File: src/rtl/priority_index_serializer.sv
// Accepts a multi-hot request vector via valid/ready and emits the index of every
// set bit, one per output transfer, lowest-first (or highest-first when MSB_FIRST=1).
module priority_index_serializer #(
    parameter int WIDTH     = 16,
    parameter int IDX_W     = $clog2(WIDTH),
    parameter bit MSB_FIRST = 1'b0
) (
    input  logic             clk,
    input  logic             rst_n,
    input  logic             in_valid,
    output logic             in_ready,
    input  logic [WIDTH-1:0] in_vec,
    output logic             out_valid,
    input  logic             out_ready,
    output logic [IDX_W-1:0] out_idx,
    output logic             out_last,
    output logic             zero_seen
);

    typedef enum logic {IDLE, EMIT} state_e;

    localparam logic [WIDTH-1:0] ONE = WIDTH'(1);

    state_e           state_q, state_d;
    logic [WIDTH-1:0] pending_q, pending_d;
    logic             zero_seen_q, zero_seen_d;
    logic [IDX_W-1:0] idx;
    logic [WIDTH-1:0] sel_onehot;
    logic             last;

    // Priority pick: the final match in the scan order wins, so scan from the
    // lowest-priority end toward the highest-priority end.
    always_comb begin
        idx = '0;
        if (MSB_FIRST) begin
            for (int i = 0; i < WIDTH; i++) begin
                if (pending_q[i]) idx = IDX_W'(i);
            end
        end else begin
            for (int i = WIDTH - 1; i >= 0; i--) begin
                if (pending_q[i]) idx = IDX_W'(i);
            end
        end
    end

    assign sel_onehot = ONE << idx;
    // Exactly one bit set: non-zero and clearing the lowest set bit leaves nothing.
    assign last       = (pending_q != '0) && ((pending_q & (pending_q - ONE)) == '0);

    always_comb begin
        state_d     = state_q;
        pending_d   = pending_q;
        zero_seen_d = 1'b0;
        in_ready    = 1'b0;
        out_valid   = 1'b0;
        unique case (state_q)
            IDLE: begin
                in_ready = 1'b1;
                if (in_valid) begin
                    if (in_vec != '0) begin
                        pending_d = in_vec;
                        state_d   = EMIT;
                    end else begin
                        zero_seen_d = 1'b1;
                    end
                end
            end
            EMIT: begin
                out_valid = 1'b1;
                if (out_ready) begin
                    pending_d = pending_q & ~sel_onehot;
                    if (last) state_d = IDLE;
                end
            end
            default: begin
                state_d   = IDLE;
                pending_d = '0;
            end
        endcase
    end

    always_ff @(posedge clk or negedge rst_n) begin
        if (!rst_n) begin
            state_q     <= IDLE;
            pending_q   <= '0;
            zero_seen_q <= 1'b0;
        end else begin
            state_q     <= state_d;
            pending_q   <= pending_d;
            zero_seen_q <= zero_seen_d;
        end
    end

    // pending is zero whenever IDLE, so idx and last decode to 0 there.
    assign out_idx   = idx;
    assign out_last  = last;
    assign zero_seen = zero_seen_q;

endmodule
File: config.mk
export PLATFORM = sky130hd
export DESIGN_NAME = priority_index_serializer
export DESIGN_NICKNAME = d
export VERILOG_FILES = /design/src/rtl/priority_index_serializer.sv
export SDC_FILE = /design/constraint.sdc
export NUM_CORES = 1
export LEC_CHECK = 0
export ABC_CLOCK_PERIOD_IN_PS = 3800
export CAP_MARGIN = 20
export CORE_MARGIN = 2
export CORE_UTILIZATION = 57
export CTS_BUF_LIST = sky130_fd_sc_hd__clkbuf_4 sky130_fd_sc_hd__clkbuf_8
export DETAILED_ROUTE_END_ITERATION = 8
export PLACE_DENSITY_LB_ADDON = 0.1
export SLEW_MARGIN = 20
export SYNTH_ARGS = -nofsm -noshare
export SYNTH_HDL_FRONTEND = slang
export SYNTH_SLANG_ARGS = --single-unit
File: constraint.sdc
create_clock -name clk -period 3.8 [get_ports clk]
set_clock_uncertainty 0.1 [all_clocks]
set_input_delay 0.38 -clock clk [delete_from_list [all_inputs] [get_ports clk]]
set_output_delay 0.38 -clock clk [all_outputs]
set_load 0.01 [all_outputs]
==> results.sh <==
export IMPL_cp_slowest_cell="clkdlybuf4s50_1"
export IMPL_post_route_min_period_ns=3.091
export IMPL_syn_area_per_cell_um2=9.034
export IMPL_end_kind="output pin"
export IMPL_num_fill_cells=177
export IMPL_arrival_ns=2.61
export IMPL_dieWidth_um=52.76
export IMPL_wl_met3_um=324
export IMPL_antenna_found_initial=0
export IMPL_cts_tree="built"
export IMPL_cp_num_buf_inv=1
export IMPL_yosysUniqueCellTypes=44
export IMPL_rows=17
export IMPL_insertion_delay_ns=0.30
export IMPL_initial_core_util=0.6067
export IMPL_rsz0062_at_grt="no"
export IMPL_dieHeight_um=52.76
export IMPL_grt_max_degree=27
export IMPL_cpPeakStageDelay_ns=0.56
export IMPL_fmax_mhz=323.5
export IMPL_vdd_ir_drop_max_mv=0.6198
export IMPL_critical_path_class="register to output pin"
export IMPL_totalWireLength_mm=3.812
export IMPL_maxSlewViolCount=0
export IMPL_gp_congestion=0.9305
export IMPL_ys_top_cells_by_area="dfrtp_1 (33%), mux2i_1 (7.4%), nor2_1 (5.5%)"
export IMPL_topRoutingLayerUsed="met4"
export IMPL_crit_fanout=8
export IMPL_post_route_period_util=0.8134
export IMPL_start_kind="register"
export IMPL_vias=1369
export IMPL_postCtsResizedCells=0
export IMPL_grt_usage=0.3040
export IMPL_numCtsBuffers=3
export IMPL_setup_tns_ns=0
export IMPL_grt_pass1_wl_mm=6.175
export IMPL_drt_met1_wl_mm=1.565
export IMPL_multi_input_area_um2=835.8
export IMPL_areaGrowthSynthToFinish_pct=22.90
export IMPL_num_antenna_cells=0
export IMPL_ys_seq_area_frac=0.3324
export IMPL_dpl_hpwl_mm=2.909
export IMPL_async_flop_share=1.000
export IMPL_grt_overflow_total=0
export IMPL_power_leakage_nw=0.6427
export IMPL_drtIter0Drc=60
export IMPL_ys_ff_latch=18
export IMPL_setup_violations=0
export IMPL_yosys_warnings=0
export IMPL_io_buffers=27
export IMPL_cts_hold_buffers=0
export IMPL_min_path_type="input port to async pin"
export IMPL_yosysTopAreaCell="dfrtp_1"
export IMPL_syn_inst=150
export IMPL_cts_num_sinks=18
export IMPL_grt_pass1_vias=1289
export IMPL_status="finished clean"
export IMPL_dieArea_um2=2783
export IMPL_cap_violations=0
export IMPL_clock_path_buffers=2
export IMPL_p_per_area_nw_per_um2=841.3
export IMPL_ys_flop_type="dfrtp_1"
export IMPL_htreeDepth=1
export IMPL_post_drt_wl_per_cell_um=18.78
export IMPL_syn_nets=170
export IMPL_clockRootBuffer="clkbuf_4"
export IMPL_drtPass1Iterations=4
export IMPL_via_per_inst=6.744
export IMPL_clkTransAtPathRegs_ns=0.11
export IMPL_post_cts_buffers=0
export IMPL_crit_chain="nor4_4, nand2_2, a2111oi_4, o211ai_1, nor3b_1, clkdlybuf4s50_1"
export IMPL_drc_errors=0
export IMPL_p_total_w=0.001401
export IMPL_synth_edf_count=0
export IMPL_ant_nets=0
export IMPL_hold_violations=0
export IMPL_route_met2_wl_mm=1.872
export IMPL_seqCellArea_um2=450.4
export IMPL_drive_gt1_frac=0.1200
export IMPL_syn_area_um2=1355
export IMPL_max_slew_margin_rel=0.4343
export IMPL_core_area_um2=2233
export IMPL_critPathRequiredTime_ns=3.32
export IMPL_tightest_slew_ns=0.8459
export IMPL_fin_nets=196
export IMPL_path_delay_family="simple AND/OR/NAND/NOR gates"
export IMPL_ios=28
export IMPL_synth_top_area_share=0.3324
-- path summary, 6_finish.rpt --
| kind | cells after the start | endpoint | from | slack, ns |
|---|---|---|---|---|
| max in group asynchronous | 1 | pending_q[9]$_DFFE_PN0P_ | rst_n | 2.63 |
| setup / recovery | 6 | out_last | pending_q[1]$_DFFE_PN0P_ | 0.71 |
| hold / removal | 1 | pending_q[4]$_DFFE_PN0P_ | rst_n | 0.45 |
| min in group clk | 3 | zero_seen$_DFF_PN0_ | in_valid | 0.57 |
| hold reg to reg | 1 | state_q$_DFF_PN0_ | state_q$_DFF_PN0_ | 0.60 |
| setup reg to reg | 5 | pending_q[8]$_DFFE_PN0P_ | pending_q[3]$_DFFE_PN0P_ | 1.50 |
-- registers in the layout, indices dropped and copies added, names as in the netlist --
signal     flops
pending_q     16
state_q        1
zero_seen      1
-- layout make-up --
class                      instances  area share
clock buffer                       4     0.02179
inverter                           8     0.01803
multi-input combinational        117      0.5019
sequential                        18      0.2705
tap                               28     0.02104
timing repair buffer              28      0.1668
-- through the flow --
stage                     utilization  worst slack [ns]  instance area [µm²]  hold WS (ns)  std cells
after floorplan                     -             1.593                 1355      -0.01559        150
after global placement         0.7294             1.103                 1629        0.5640        199
after detailed placement       0.7294             1.043                 1629        0.5758        199
after CTS                      0.7457            0.6958                 1665        0.4837        203
after global routing           0.7457            0.5406                 1665        0.4950        203
final                          0.7457            0.7091                 1665        0.4486        203
-- cells in the final DEF (no fill, tap or decap), types with 2 or more instances in the layout --
cell	n
a31oi_1	7
or2_2	3
nand2b_1	3
a21o_1	3
o211ai_1	4
or4_4	2
dfrtp_1	18
nor3_1	2
nor4_1	7
clkbuf_4	3
nand2_1	3
mux2i_1	10
clkdlybuf4s50_1	27
nor3_2	3
or3_1	4
nor2_1	20
nand3_1	3
o21ai_0	2
a21oi_1	14
inv_1	8
o31ai_1	4
nor4_4	2
a22o_1	2
-- power by group --
group	internal, W	switching, W	total [W]
Sequential	0.000262	0.000173	0.000436
Combinational	0.000387	0.000455	0.000842
Clock	0.0000585	0.0000646	0.000123
-- metal layers --
metal,up-vias,track usage
li1,628,-
met3,6,0.08286
met2,70,0.4750
met5,-,0
met4,0,0.09829
met1,665,0.4054
-- cells by family after synthesis --
group | after synthesis | share of synthesized area
simple gates | 59 | 0.2669
buf+inv | 15 | 0.05078
mux | 10 | 0.07387
compound gates | 47 | 0.2687
fa+ha+maj | 1 | 0.007387
flops | 18 | 0.3324
-- worst register-to-register path: stages (launching register included) --
cell	delay [ns]
dfrtp_1	0.50
nor2_1	0.20
o31ai_1	0.10
a31oi_1	0.54
nor4b_1	0.59
a21oi_1	0.14
-- synth_stat cells, drive strengths merged, types with 2 or more instances --
master / n
inv: 8
a31oi: 7
a22o: 2
a21o: 3
o31ai: 4
or4: 2
a2111oi: 2
nand2b: 3
buf: 4
o21ai: 2
nor3: 5
nand2: 4
nor4: 9
nor2: 20
or2: 3
dfrtp: 18
mux2i: 10
nand3: 3
or3: 4
a21oi: 15
clkbuf: 3
o211ai: 4
(Power assumes the default switching activity.)
